==> src/rtl/branch_resolve_unit_pkg.sv <==
// ============================================================================
// Module : branch_resolve_unit_pkg
// Brief  : Condition codes and helpers shared by the branch resolve unit.
// Rev    : 1.0 - initial release
// ============================================================================
`default_nettype none

package branch_resolve_unit_pkg;

    localparam int BRU_CTRL_W = 4;

    typedef logic [BRU_CTRL_W-1:0] bru_ctrl_t;

    localparam bru_ctrl_t BRU_EQ  = 4'd0;
    localparam bru_ctrl_t BRU_NE  = 4'd1;
    localparam bru_ctrl_t BRU_GT  = 4'd2;
    localparam bru_ctrl_t BRU_LT  = 4'd3;
    localparam bru_ctrl_t BRU_GE  = 4'd4;
    localparam bru_ctrl_t BRU_LE  = 4'd5;
    localparam bru_ctrl_t BRU_EQZ = 4'd6;
    localparam bru_ctrl_t BRU_NEZ = 4'd7;
    localparam bru_ctrl_t BRU_GTZ = 4'd8;
    localparam bru_ctrl_t BRU_LTZ = 4'd9;
    localparam bru_ctrl_t BRU_GEZ = 4'd10;
    localparam bru_ctrl_t BRU_LEZ = 4'd11;

    // Codes at or above this bound are undefined.
    localparam bru_ctrl_t BRU_CTRL_UNDEF = 4'd12;

    function automatic logic bru_is_zero_form(input bru_ctrl_t c);
        return (c >= BRU_EQZ) && (c <= BRU_LEZ);
    endfunction

endpackage

`default_nettype wire

==> src/rtl/branch_resolve_unit_if.sv <==
// ============================================================================
// Module : branch_resolve_unit_if
// Brief  : Op/record handshake bundle; stats signals exist only with BRU_STATS_EN.
// Rev    : 1.0 - initial release
// ============================================================================
`default_nettype none

interface branch_resolve_unit_if
    import branch_resolve_unit_pkg::*;
#(
    parameter int DATA_W = 32,
    parameter int ADDR_W = 32
);
    logic              flush;
    logic              in_valid;
    logic              in_ready;
    bru_ctrl_t         ctrl;
    logic              is_signed;
    logic [DATA_W-1:0] rs1;
    logic [DATA_W-1:0] rs2;
    logic              pred_taken;
    logic [ADDR_W-1:0] target_pc;
    logic [ADDR_W-1:0] fall_pc;
    logic              out_valid;
    logic              out_ready;
    logic              taken;
    logic              mispredict;
    logic [ADDR_W-1:0] redirect_pc;
    logic              bad_ctrl;
`ifdef BRU_STATS_EN
    logic              stat_clr;
    logic [31:0]       stat_branches;
    logic [31:0]       stat_taken;
    logic [31:0]       stat_mispred;

    modport slave (
        input  flush, in_valid, ctrl, is_signed, rs1, rs2, pred_taken,
               target_pc, fall_pc, out_ready, stat_clr,
        output in_ready, out_valid, taken, mispredict, redirect_pc, bad_ctrl,
               stat_branches, stat_taken, stat_mispred
    );
    modport master (
        output flush, in_valid, ctrl, is_signed, rs1, rs2, pred_taken,
               target_pc, fall_pc, out_ready, stat_clr,
        input  in_ready, out_valid, taken, mispredict, redirect_pc, bad_ctrl,
               stat_branches, stat_taken, stat_mispred
    );
`else
    modport slave (
        input  flush, in_valid, ctrl, is_signed, rs1, rs2, pred_taken,
               target_pc, fall_pc, out_ready,
        output in_ready, out_valid, taken, mispredict, redirect_pc, bad_ctrl
    );
    modport master (
        output flush, in_valid, ctrl, is_signed, rs1, rs2, pred_taken,
               target_pc, fall_pc, out_ready,
        input  in_ready, out_valid, taken, mispredict, redirect_pc, bad_ctrl
    );
`endif
endinterface

`default_nettype wire

==> src/rtl/branch_resolve_unit_compare.sv <==
// ============================================================================
// Module : bru_compare
// Brief  : Combinational branch condition evaluator (signed/unsigned, *Z forms).
// Rev    : 1.0 - initial release
// ============================================================================
`default_nettype none

module bru_compare
    import branch_resolve_unit_pkg::*;
#(
    parameter int DATA_W = 32
) (
    input  bru_ctrl_t         ctrl_i,
    input  logic              is_signed_i,
    input  logic [DATA_W-1:0] rs1_i,
    input  logic [DATA_W-1:0] rs2_i,
    output logic              cond_o,
    output logic              bad_o
);

    logic [DATA_W-1:0] w_rhs;
    logic              w_eq;
    logic              w_lt;

    // The *Z forms share the two-operand datapath with a zero right-hand side.
    assign w_rhs = bru_is_zero_form(ctrl_i) ? '0 : rs2_i;
    assign w_eq  = (rs1_i == w_rhs);
    assign w_lt  = is_signed_i ? ($signed(rs1_i) < $signed(w_rhs)) : (rs1_i < w_rhs);

    always_comb begin
        cond_o = 1'b0;
        bad_o  = 1'b0;
        case (ctrl_i)
            BRU_EQ,  BRU_EQZ: cond_o = w_eq;
            BRU_NE,  BRU_NEZ: cond_o = !w_eq;
            BRU_GT,  BRU_GTZ: cond_o = !w_lt && !w_eq;
            BRU_LT,  BRU_LTZ: cond_o = w_lt;
            BRU_GE,  BRU_GEZ: cond_o = !w_lt;
            BRU_LE,  BRU_LEZ: cond_o = w_lt || w_eq;
            default:          bad_o  = 1'b1;
        endcase
    end

endmodule

`default_nettype wire

==> src/rtl/branch_resolve_unit.sv <==
// ============================================================================
// Module : branch_resolve_unit
// Brief  : Registered branch resolution with valid/ready, stall and flush.
//          Optional counters under macro BRU_STATS_EN.
// Rev    : 1.0 - initial release
// ============================================================================
`default_nettype none

module branch_resolve_unit
    import branch_resolve_unit_pkg::*;
#(
    parameter int DATA_W = 32,
    parameter int ADDR_W = 32
) (
    input  logic                  clk,
    input  logic                  rst,
    branch_resolve_unit_if.slave  bus
);

    logic              w_cond;
    logic              w_bad;
    logic              w_accept;
    logic              w_mispredict;

    logic              out_valid_q,   out_valid_d;
    logic              taken_q,       taken_d;
    logic              mispredict_q,  mispredict_d;
    logic              bad_ctrl_q,    bad_ctrl_d;
    logic [ADDR_W-1:0] redirect_pc_q, redirect_pc_d;

    bru_compare #(
        .DATA_W (DATA_W)
    ) u_compare (
        .ctrl_i      (bus.ctrl),
        .is_signed_i (bus.is_signed),
        .rs1_i       (bus.rs1),
        .rs2_i       (bus.rs2),
        .cond_o      (w_cond),
        .bad_o       (w_bad)
    );

    assign bus.in_ready = !out_valid_q || bus.out_ready;
    assign w_accept     = bus.in_valid && bus.in_ready;
    assign w_mispredict = (w_cond != bus.pred_taken);

    always_comb begin
        out_valid_d   = out_valid_q;
        taken_d       = taken_q;
        mispredict_d  = mispredict_q;
        bad_ctrl_d    = bad_ctrl_q;
        redirect_pc_d = redirect_pc_q;
        // Flush only drops valid; stale data is harmless behind out_valid=0.
        if (bus.flush) begin
            out_valid_d = 1'b0;
        end else if (w_accept) begin
            out_valid_d   = 1'b1;
            taken_d       = w_cond;
            mispredict_d  = w_mispredict;
            bad_ctrl_d    = w_bad;
            redirect_pc_d = w_cond ? bus.target_pc : bus.fall_pc;
        end else if (out_valid_q && bus.out_ready) begin
            out_valid_d = 1'b0;
        end
    end

    always_ff @(posedge clk) begin
        if (rst) begin
            out_valid_q   <= 1'b0;
            taken_q       <= 1'b0;
            mispredict_q  <= 1'b0;
            bad_ctrl_q    <= 1'b0;
            redirect_pc_q <= '0;
        end else begin
            out_valid_q   <= out_valid_d;
            taken_q       <= taken_d;
            mispredict_q  <= mispredict_d;
            bad_ctrl_q    <= bad_ctrl_d;
            redirect_pc_q <= redirect_pc_d;
        end
    end

    assign bus.out_valid   = out_valid_q;
    assign bus.taken       = taken_q;
    assign bus.mispredict  = mispredict_q;
    assign bus.bad_ctrl    = bad_ctrl_q;
    assign bus.redirect_pc = redirect_pc_q;

`ifdef BRU_STATS_EN
    logic [31:0] stat_branches_q;
    logic [31:0] stat_taken_q;
    logic [31:0] stat_mispred_q;

    // Counts every accept, including ops a same-cycle flush squashes.
    always_ff @(posedge clk) begin
        if (rst || bus.stat_clr) begin
            stat_branches_q <= '0;
            stat_taken_q    <= '0;
            stat_mispred_q  <= '0;
        end else if (w_accept) begin
            stat_branches_q <= stat_branches_q + 32'd1;
            stat_taken_q    <= stat_taken_q + {31'd0, w_cond};
            stat_mispred_q  <= stat_mispred_q + {31'd0, w_mispredict};
        end
    end

    assign bus.stat_branches = stat_branches_q;
    assign bus.stat_taken    = stat_taken_q;
    assign bus.stat_mispred  = stat_mispred_q;
`endif

endmodule

`default_nettype wire

==> src/flat_wrapper.sv <==
// flat-port wrapper written by rule: the top's interface ports become plain ports
module branch_resolve_unit_flat import branch_resolve_unit_pkg::*;
#(
    parameter int DATA_W = 32,
    parameter int ADDR_W = 32
)
  (clk, rst, bus_flush, bus_in_valid, bus_ctrl, bus_is_signed, bus_rs1, bus_rs2, bus_pred_taken, bus_target_pc, bus_fall_pc, bus_out_ready, bus_in_ready, bus_out_valid, bus_taken, bus_mispredict, bus_redirect_pc, bus_bad_ctrl);
  branch_resolve_unit_if #(.DATA_W(DATA_W), .ADDR_W(ADDR_W)) bus_i ();
  input  logic clk;
  input  logic rst;
  input wire logic [$bits(bus_i.flush)-1:0] bus_flush;
  input wire logic [$bits(bus_i.in_valid)-1:0] bus_in_valid;
  input wire logic [$bits(bus_i.ctrl)-1:0] bus_ctrl;
  input wire logic [$bits(bus_i.is_signed)-1:0] bus_is_signed;
  input wire logic [$bits(bus_i.rs1)-1:0] bus_rs1;
  input wire logic [$bits(bus_i.rs2)-1:0] bus_rs2;
  input wire logic [$bits(bus_i.pred_taken)-1:0] bus_pred_taken;
  input wire logic [$bits(bus_i.target_pc)-1:0] bus_target_pc;
  input wire logic [$bits(bus_i.fall_pc)-1:0] bus_fall_pc;
  input wire logic [$bits(bus_i.out_ready)-1:0] bus_out_ready;
  output wire logic [$bits(bus_i.in_ready)-1:0] bus_in_ready;
  output wire logic [$bits(bus_i.out_valid)-1:0] bus_out_valid;
  output wire logic [$bits(bus_i.taken)-1:0] bus_taken;
  output wire logic [$bits(bus_i.mispredict)-1:0] bus_mispredict;
  output wire logic [$bits(bus_i.redirect_pc)-1:0] bus_redirect_pc;
  output wire logic [$bits(bus_i.bad_ctrl)-1:0] bus_bad_ctrl;
  assign bus_i.flush = bus_flush;
  assign bus_i.in_valid = bus_in_valid;
  assign bus_i.ctrl = bus_ctrl;
  assign bus_i.is_signed = bus_is_signed;
  assign bus_i.rs1 = bus_rs1;
  assign bus_i.rs2 = bus_rs2;
  assign bus_i.pred_taken = bus_pred_taken;
  assign bus_i.target_pc = bus_target_pc;
  assign bus_i.fall_pc = bus_fall_pc;
  assign bus_i.out_ready = bus_out_ready;
  assign bus_in_ready = bus_i.in_ready;
  assign bus_out_valid = bus_i.out_valid;
  assign bus_taken = bus_i.taken;
  assign bus_mispredict = bus_i.mispredict;
  assign bus_redirect_pc = bus_i.redirect_pc;
  assign bus_bad_ctrl = bus_i.bad_ctrl;
  branch_resolve_unit #(.DATA_W(DATA_W), .ADDR_W(ADDR_W)) u_core (.clk(clk), .rst(rst), .bus(bus_i));
endmodule
==> config.mk <==
export PLATFORM = sky130hd
export DESIGN_NAME = branch_resolve_unit_flat
export DESIGN_NICKNAME = d
export VERILOG_FILES = /design/src/rtl/branch_resolve_unit_pkg.sv /design/src/rtl/branch_resolve_unit_if.sv /design/src/rtl/branch_resolve_unit_compare.sv /design/src/rtl/branch_resolve_unit.sv /design/src/flat_wrapper.sv
export SDC_FILE = /design/constraint.sdc
export NUM_CORES = 1
export LEC_CHECK = 0
export CAP_MARGIN = 20
export CORE_MARGIN = 2
export CORE_UTILIZATION = 40
export CTS_CLUSTER_SIZE = 20
export DETAILED_ROUTE_END_ITERATION = 10
export PLACE_DENSITY = 0.95
export SETUP_SLACK_MARGIN = 0.02
export SLEW_MARGIN = 20
export SYNTH_ARGS = -nofsm -noshare
export SYNTH_HDL_FRONTEND = slang
export SYNTH_SLANG_ARGS = --single-unit
==> constraint.sdc <==
create_clock -name clk -period 8.6 [get_ports clk]
set_input_delay 1.72 -clock clk [delete_from_list [all_inputs] [get_ports clk]]
set_output_delay 1.72 -clock clk [all_outputs]
set_load 0.1 [all_outputs]
* After elaboration in Yosys (flattened, before gate mapping) *
Cells that the tools add are included.
Widths: inputs -> output; s select.

storage, ports and cells
  bits in registers = 36
  bits in latches = 0
  output and inout port bits = 37
  memories = 0
  bits in read-only memories = 0
  memory bits (writable) = 0

operators by class
  div/mod/pow operators = 0
  equality and inequality tests = 13
  bitwise logic cells = 1
  $lt $le $gt $ge = 4
  reduce and logical (&&, ||, !) cells = 20
  multiply operators = 0
  $add $sub $neg = 0
  shifts and indexed selects = 0
  mux-type cells = 7

operators with widths
  kind                number
  $lt 32x32->1        2
  $mux 32             2
  $eq 32x32->1        1
  $eq 4x3->1 const B  4
  $eq 4x4->1 const B  4
  $reduce_or 2->1     7
  $reduce_or 12->1    1
  $eq 4x2->1 const B  2
  $pmux 1 s6          1
  $eq 4x1->1 const B  1
  $ge 4x3->1 const B  1
  $le 4x4->1 const B  1
  $logic_and 1x1->1   4
  $logic_not 4->1     1
  $mux 1              4
  $logic_not 1->1     3
  $logic_or 1x1->1    2
  $reduce_and 2->1    1
  $reduce_bool 2->1   1
  $ne 1x1->1          1
  $not 1->1           1

* Logic depth before layout (Yosys ltp) *
Gate-level depths: netlist (run 1).

  depth after elaboration = 9
  depth in mapped cells = 16

* Cells and area by module *
A second synthesis (run 1) with hierarchy kept.

second synthesis, totals
  cells, all modules = 310
  area, all modules = 3001.6 um^2

by module, submodules not included
  module               instances  area each (um^2)  seq. area each (um^2)  cells an instance
  branch_resolve_unit  1          1988.2            720.7                  166
  bru_compare          1          1013.5            0.0                    144

* Least setup slack after synthesis (run 1) *
OpenSTA, ideal clock, no wires.

  path type = input-to-reg
  start point = in bus_ctrl[3]
  end point = reg u_core.redirect_pc_q[16] (netlist: u_core.bus.redirect_pc[16])
  library setup time = 0.091 ns
  data arrival time = 4.644 ns
  cell stages on the path = 16
  required time = 8.509 ns
  setup slack = 3.865 ns
  cells stage by stage = inv_1 > nand3_1 > o21a_1 > clkbuf_1 > nand2_1 > ha_1 > nand4_2 > nor4_4 > o21ai_2 > a31oi_2 > o22ai_2 > mux2_4 > o2111ai_4 > buf_6 > nand3_1 > a311oi_1

on the way
  cells in the longest elaborated chain, start to end = 9

ends and longest elaborated chain
  element                                   RTL line                                                              RTL
  start, declared                           flat_wrapper.sv:13                                                    input wire logic [$bits(bus_i.ctrl)-1:0] bus_ctrl;
  $ge 4x3->1 or $le 4x4->1 (tied branches)  branch_resolve_unit_pkg.sv:31                                         return (c >= BRU_EQZ) && (c <= BRU_LEZ);
  $logic_and 1x1->1                         branch_resolve_unit_pkg.sv:31
  $mux 32                                   branch_resolve_unit_compare.sv:26                                     assign w_rhs = bru_is_zero_form(ctrl_i) ? '0 : rs2_i;
  $lt 32x32->1                              branch_resolve_unit_compare.sv:28                                     assign w_lt = is_signed_i ? ($signed(rs1_i) < $signed(w_rhs)) : (rs1_i < w_rhs);
  $mux 1                                    branch_resolve_unit_compare.sv:28
  $logic_not 1->1                           branch_resolve_unit_compare.sv:36, branch_resolve_unit_compare.sv:38
  $logic_and 1x1->1                         branch_resolve_unit_compare.sv:36                                     BRU_GT, BRU_GTZ: cond_o = !w_lt && !w_eq;
  $pmux 1 s6 (*)                            branch_resolve_unit_compare.sv:33                                     case (ctrl_i)
  $mux 32 (*)                               branch_resolve_unit.sv:60                                             redirect_pc_d = w_cond ? bus.target_pc : bus.fall_pc;
  end signal, assigned                      branch_resolve_unit.sv:78                                             redirect_pc_q <= redirect_pc_d;
  end, declared                             branch_resolve_unit.sv:29                                             logic [ADDR_W-1:0] redirect_pc_q, redirect_pc_d;

Every way passes the cells marked *; elsewhere a longest branch is shown, timed or not.
A chain may end at the register's enable or synchronous reset.

* Final worst setup path (run 1) *
  start point = in bus_ctrl[3]
  end point = reg u_core.redirect_pc_q[0] (netlist: u_core.bus.redirect_pc[0])

Same word-level chain as after synthesis.

==> flow_metrics.py, run 1 <==
metrics = {
    "flow_run": {
        "maxCapViolCount": 0,
    },
    "cells_and_area": {
        "final_common_cell": "clkdlybuf4s50_1",
        "instances_no_fill": 588,
        "drive_above_1_share_pct": 4.134,
        "mostFrequentLayoutCells": "clkdlybuf4s50_1 (175), nand2_1 (41), nand3_1 (40), nor2_1 (39), dfxtp_1 (36)",
        "nNetsFinal": 678,
        "nFillCells": 545,
        "design_area_mm2": 0.004551,
        "final_util_pct": 67.73,
        "syn_to_final_growth_pct": 66.30,
        "diodes": 0,
    },
    "place": {
        "io_buffers": 175,
        "placed_cells": 580,
        "hpwl_um": 7177,
        "finalWeightedCongestion": 0.8307,
        "dpl-instance-area_mm2": 0.004457,
    },
    "clocking": {
        "postCtsSetupRepairBufs": 0,
        "ctsResizeCount": 0,
        "path_clk_slew_ns": 0.08,
        "cts_sinks": 36,
        "hold_buffers": 0,
        "clk_latency_ns": 0.28,
        "root_buffer": "clkbuf_8",
        "cts_made_buffers": 5,
        "cts_tree": "built",
        "htreeDepth": 2,
        "cts_buffer_depth": 2,
    },
    "global_route": {
        "grtUsageTotal_pct": 23.60,
        "grt_pass1_wl_um": 14420,
        "grt_max_degree": 68,
        "antenna_found_initial": 0,
        "overflow": 0,
        "grt_pass1_vias": 3370,
    },
    "floorplanning": {
        "die_w_um": 86.71,
        "fp.dieArea_mm2": 0.007519,
        "row_count": 30,
        "fp.dieH_um": 86.71,
        "core_area_mm2": 0.006719,
        "initial_core_util_pct": 40.73,
        "ios": 176,
    },
    "status": {
        "status": "finished, final reports clean",
    },
    "synth": {
        "synth_cells": 348,
        "synth_cell_types": 47,
        "yosys_warnings": 0,
        "ys_ff_latch": 36,
        "async_flop_share_pct": 0,
        "yosysSeqAreaShare_pct": 26.34,
        "synthesis.nets": 519,
        "syn-cell-area_mm2": 0.002736,
        "synth_edf_count": 0,
        "synth_top_flop_cell": "dfxtp_1",
        "avgSynthCellArea_um2": 7.863,
    },
    "detailed_routing": {
        "drc": 0,
        "first_pass_iters": 4,
        "drtIter0Drc": 154,
        "vias": 3344,
        "wirelength_um": 9310,
        "post_drt_via_cell_ratio": 5.687,
        "post_drt_wl_per_cell_um": 15.83,
        "ant_nets": 0,
    },
    "critical_path": {
        "cp.required_ns": 8.72,
        "end_kind": "register",
        "crit_family": "simple AND/OR/NAND/NOR gates",
        "timing.critical_path.buf_inv": 3,
        "crit_fanout": 32,
        "start_kind": "primary input",
        "worstPathCellList": "clkdlybuf4s50_1 -> inv_1 -> nand3_1 -> o21a_1 -> nand2_1 -> ha_1 -> nand4_1 -> nor4_1 -> nand3_1 -> and3b_1 -> mux2i_1 -> nand4b_1 -> buf_4 -> nand3_1 -> a311oi_1",
        "crit_path_frequent_cell": "nand3_1",
        "cp_slowest_cell": "o21a_1",
        "worst_ep_arrival_time_ns": 6.31,
        "slowest_delay_ns": 0.79,
        "critPathKind": "primary input to register",
    },
    "power": {
        "swShare_pct": 40.53,
        "intPower_mw": 0.3627,
        "clkPwrFrac_pct": 20.9,
        "p_comb_share_pct": 48.8,
        "power-per-cell-area_mw_per_mm2": 134.0,
        "p_total_mw": 0.6098,
        "peakVddDrop_mv": 0.06066,
        "pwr-share-seq_pct": 30.3,
        "p_leak_nw": 1.746,
        "p_sw_mw": 0.2471,
    },
    "timing": {
        "slew_violations": 0,
        "fin_tns_setup_ns": 0,
        "rsz0062_at_grt": "false",
        "worst_pin_slew_ns": 1.037,
        "finalHoldViolations": 0,
        "finClkSkew_ns": 0.007725,
        "max_freq_ghz": 0.1617,
        "fin_crit_sh_pct": 71.91,
        "relSlewSlack_pct": 30.64,
        "post-route-min-period_ns": 6.184,
        "setup_viol": 0,
    },
    "worst_hold_path": {
        "hold_path_class": "register to register",
    },
}
[power by group through the flow]
stage / Combinational (mW) / Clock [mW] / Sequential (mW)
after global routing: 0.317 / 0.136 / 0.186
final: 0.297 / 0.128 / 0.185
after CTS: 0.297 / 0.130 / 0.185
after detailed placement: 0.296 / 0 / 0.189
after global placement: 0.287 / 0 / 0.188
after floorplan: 0.102 / 0 / 0.274
[routing by layer]
metal / global-route usage, % / routed length [um] / vias to the layer above
met5: 0 / 0 / -
li1: - / - / 1625
met1: 25.54 / 3607 / 1542
met2: 43.92 / 4777 / 153
met3: 5.048 / 698 / 24
met4: 10.09 / 228 / 0
[cells in the mapped netlist (all sizes together) (4+ instances only)]
cell type | number | area share [%]
a21oi | 14 | 2.6
nand2 | 41 | 5.6
nand3 | 40 | 7.3
inv | 5 | 0.69
nor3 | 4 | 0.73
buf | 12 | 4.0
dfxtp | 36 | 26
a311oi | 32 | 10
ha | 32 | 15
nand4 | 6 | 1.6
nor2 | 39 | 5.3
o21ai | 37 | 6.9
clkbuf | 14 | 1.9
[stage by stage]
stage,worst slack [ns],hold WS [ns]
after floorplan,3.865,0.8817
after global placement,2.128,0.4455
after detailed placement,2.127,0.4560
after CTS,2.438,0.4675
after global routing,2.028,0.4867
final,2.416,0.4670
[cells by family after synthesis]
| logic type | Yosys count | share of synthesized area (%) |
|---|---|---|
| AND/OR/NAND/NOR | 148 | 25.88 |
| AO/OA/AOI/OAI | 98 | 25.29 |
| flip-flops | 36 | 26.34 |
| adder cells (fa/ha/maj) | 32 | 14.63 |
| buffers and inverters | 31 | 6.584 |
| multiplexers | 3 | 1.280 |
[tightest hold or removal path, stage by stage (launching register included)]
cell and delay (ns):
dfxtp_1 0.31, nand2_1 0.06, a21oi_1 0.05
[worst paths after layout]
check / to / slack, ns / cells past startpoint / startpoint
setup / recovery: u_core.bus.redirect_pc[0] / 2.42 / 15 / bus_ctrl[3]
hold / removal: u_core.bus.bad_ctrl / 0.47 / 2 / u_core.bus.bad_ctrl
setup reg to reg: u_core.bus.redirect_pc[0] / 6.88 / 5 / u_core.bus.out_valid
hold reg to reg: u_core.bus.bad_ctrl / 0.47 / 2 / u_core.bus.bad_ctrl
[registers in the layout (all words and copies together), names as in the netlist]
signal                  flops
u_core.bus.redirect_pc     32
u_core.bus.out_valid        1
u_core.bus.mispredict       1
u_core.bus.bad_ctrl         1
u_core.bus.taken            1
[area by class of cell]
| class | instances | area (um^2) | share of cell area (%) |
|---|---|---|---|
| sequential | 36 | 720.7 | 15.84 |
| tap | 80 | 100.1 | 2.200 |
| clock buffer | 7 | 86.33 | 1.897 |
| multi-input combinational | 281 | 1843 | 40.50 |
| timing repair buffer | 178 | 1774 | 38.99 |
| clock inverter | 1 | 7.507 | 0.1650 |
| inverter | 5 | 18.77 | 0.4124 |
(Power assumes the default switching activity.)
==> inputs of run 2 (changes only) <==
--- a/config.mk
+++ b/config.mk
@@ -7,10 +7,10 @@
 export LEC_CHECK = 0
 export CAP_MARGIN = 20
 export CORE_MARGIN = 2
-export CORE_UTILIZATION = 40
+export CORE_UTILIZATION = 33
 export CTS_CLUSTER_SIZE = 20
 export DETAILED_ROUTE_END_ITERATION = 10
-export PLACE_DENSITY = 0.95
+export PLACE_DENSITY = 0.86
 export SETUP_SLACK_MARGIN = 0.02
 export SLEW_MARGIN = 20
 export SYNTH_ARGS = -nofsm -noshare
==> constraint.sdc (replaced) <==
create_clock -name clk -period 5.4 [get_ports clk]
set_input_delay 1.08 -clock clk [delete_from_list [all_inputs] [get_ports clk]]
set_output_delay 1.08 -clock clk [all_outputs]
set_load 0.1 [all_outputs]
==> run 2 against run 1 <==
- clock power rose by 81%
- sequential share of layout area fell by 0.35 points
- register-to-register slack worse by 3.2 ns
- clock skew up 0.0026 ns
- worst setup slack worse by 1.8 ns
- total power grew 65%
- combinational power grew 61%
- clock-buffer cell count is 1 lower
- via count rose by 0.54%
- utilization shrank 11 points
- die area rose by 20%
- critical path depth rose by 1
==> flow_metrics.py, run 2 (synthesized netlist as in run 1, its figures left out) <==
metrics = {
    "place": {
        "dpl-instance-area_mm2": 0.004546,
        "pre_cts_ws_ns": 0.3254,
        "finalWeightedCongestion": 0.9024,
        "hpwl_um": 7587,
        "io_buffers": 175,
    },
    "detailed_routing": {
        "wirelength_um": 9609,
        "drtIter0Drc": 110,
        "vias": 3362,
        "post_drt_wl_per_cell_um": 15.47,
        "ant_nets": 0,
        "drc": 0,
        "first_pass_iters": 4,
        "post_drt_via_cell_ratio": 5.414,
    },
    "floorplanning": {
        "core_area_mm2": 0.008134,
        "initial_core_util_pct": 33.64,
        "fp.dieArea_mm2": 0.009036,
        "fp.dieH_um": 95.06,
        "die_w_um": 95.06,
        "row_count": 33,
        "ios": 176,
    },
    "timing": {
        "fin_ws_ns": 0.6280,
        "post-route-min-period_ns": 4.772,
        "worst_pin_slew_ns": 1.030,
        "rsz0062_at_grt": "false",
        "slew_violations": 0,
        "finClkSkew_ns": 0.01031,
        "max_freq_ghz": 0.2096,
        "fin_crit_sh_pct": 88.37,
        "fin_tns_setup_ns": 0,
        "relSlewSlack_pct": 31.11,
        "finalHoldViolations": 0,
        "setup_viol": 0,
    },
    "cells_and_area": {
        "largest_reg_flops": 32,
        "diodes": 0,
        "syn_to_final_growth_pct": 70.05,
        "design_area_mm2": 0.004653,
        "nNetsFinal": 686,
        "final_common_cell": "clkdlybuf4s50_1",
        "mostFrequentLayoutCells": "clkdlybuf4s50_1 (175), nand2_1 (41), nand3_1 (40), nor2_1 (39), dfxtp_1 (36)",
        "nFillCells": 753,
        "drive_above_1_share_pct": 5.233,
    },
    "global_route": {
        "grtUsageTotal_pct": 20.14,
        "overflow": 0,
        "grt_pass1_wl_um": 14740,
        "grt_use_met3_pct": 3.478,
        "grt_util_met2_pct": 38.79,
        "antenna_found_initial": 0,
        "busiest_layer": "met2",
        "met1_usage_pct": 22.24,
        "grt_max_degree": 68,
        "grt_pass1_vias": 3318,
    },
    "worst_hold_path": {
        "whs_path_depth": 2,
        "min_from": "u_core.bus.bad_ctrl",
        "hold_path_class": "register to register",
        "hold_end": "u_core.bus.bad_ctrl",
    },
    "clocking": {
        "cts_buffer_depth": 2,
        "postCtsSetupRepairBufs": 0,
        "cts_made_buffers": 5,
        "clk_latency_ns": 0.28,
        "ctsResizeCount": 0,
        "root_buffer": "clkbuf_8",
        "cts_tree": "built",
        "path_clk_slew_ns": 0.07,
        "htreeDepth": 2,
        "hold_buffers": 0,
        "cts_sinks": 36,
    },
    "critical_path": {
        "end_kind": "register",
        "start_kind": "primary input",
        "reg2regPathDepth": 5,
        "cp-startpoint": "bus_ctrl[3]",
        "crit_fanout": 32,
        "worst_ep_arrival_time_ns": 4.93,
        "reg2reg_to": "u_core.bus.redirect_pc[8]",
        "cp.required_ns": 5.56,
        "critPathKind": "primary input to register",
        "reg2reg_slack_ns": 3.68,
        "r2r-start": "u_core.bus.out_valid",
    },
    "flow_run": {
        "maxCapViolCount": 0,
    },
    "power": {
        "power-per-cell-area_mw_per_mm2": 216.1,
        "p_leak_nw": 1.797,
        "peakVddDrop_mv": 0.1681,
    },
    "status": {
        "status": "finished, final reports clean",
    },
}
run 2: cell types whose count changed in the layout (fill, tap and decap cells not counted), sizes merged:
cell / delta
clkinv: +1
bufinv: +1
clkbuf: -1
buf: +8
clkinvlp: -1
run 2: final cells by class:
class | instances | area (um^2) | area share [%]
clock inverter | 2 | 35.03 | 0.7529
clock buffer | 6 | 72.57 | 1.560
sequential | 36 | 720.7 | 15.49
timing repair buffer | 186 | 1834 | 39.42
tap | 105 | 131.4 | 2.823
multi-input combinational | 281 | 1841 | 39.55
inverter | 5 | 18.77 | 0.4033
run 2: power breakdown:
part | switching, mW | total [mW] | internal (mW)
registers | 0.00994 | 0.295 | 0.285
logic | 0.284 | 0.479 | 0.195
clock network | 0.0946 | 0.232 | 0.137
run 2: critical path: stages:
cell             delay [ns]
clkdlybuf4s50_1        0.55
inv_1                  0.13
nand3_1                0.11
o21a_1                 0.13
buf_4                  0.29
nand2_1                0.10
ha_1                   0.32
nand4_1                0.19
nor3_1                 0.35
a211oi_2               0.14
o22ai_2                0.28
mux2_4                 0.35
o2111ai_4              0.18
buf_4                  0.27
nand3_1                0.11
a311oi_1               0.32
run 2: how the worst max path moves through the flow:
| stage | end | slack, ns | cells past startpoint |
|---|---|---|---|
| 2_1_floorplan | u_core.bus.redirect_pc[16] | 1.30 | 16 |
| 3_3_place_gp | u_core.bus.redirect_pc[31] | 0.58 | 16 |
| 3_5_place_dp | u_core.bus.redirect_pc[8] | 0.33 | 16 |
| 4_1_cts | u_core.bus.redirect_pc[8] | 0.61 | 16 |
| 5_1_grt | u_core.bus.redirect_pc[8] | 0.35 | 16 |
| 6_report | u_core.bus.redirect_pc[8] | 0.63 | 16 |
run 2: layer usage:
metal	routed length (um)	part of all wire, %	vias to the layer above
met5	0	0	-
met4	220	2.3	0
met3	754	7.8	18
met2	4968	52	169
met1	3665	38	1536
li1	-	-	1639
run 2: per-stage QoR:
stage / util (%) / cells / power [mW] / hold slack, ns
finish: 57.21 / 621 / 1.005 / 0.4562
detailed placement: 55.88 / 613 / 0.7786 / 0.4486
global route: 57.21 / 621 / 1.056 / 0.4957
CTS: 57.21 / 621 / 1.010 / 0.4571
global placement: 55.88 / 613 / 0.7663 / 0.4459
floorplan: - / 348 / 0.6001 / 0.8817
==> inputs of run 3 (changes only) <==
--- a/config.mk
+++ b/config.mk
@@ -10,6 +10,7 @@
 export CORE_UTILIZATION = 33
 export CTS_CLUSTER_SIZE = 20
 export DETAILED_ROUTE_END_ITERATION = 10
+export HOLD_SLACK_MARGIN = 0.15
 export PLACE_DENSITY = 0.86
 export SETUP_SLACK_MARGIN = 0.02
 export SLEW_MARGIN = 20
==> results of run 3 <==
Same layout as run 2: the final DEF is identical, and so are final timing and power.
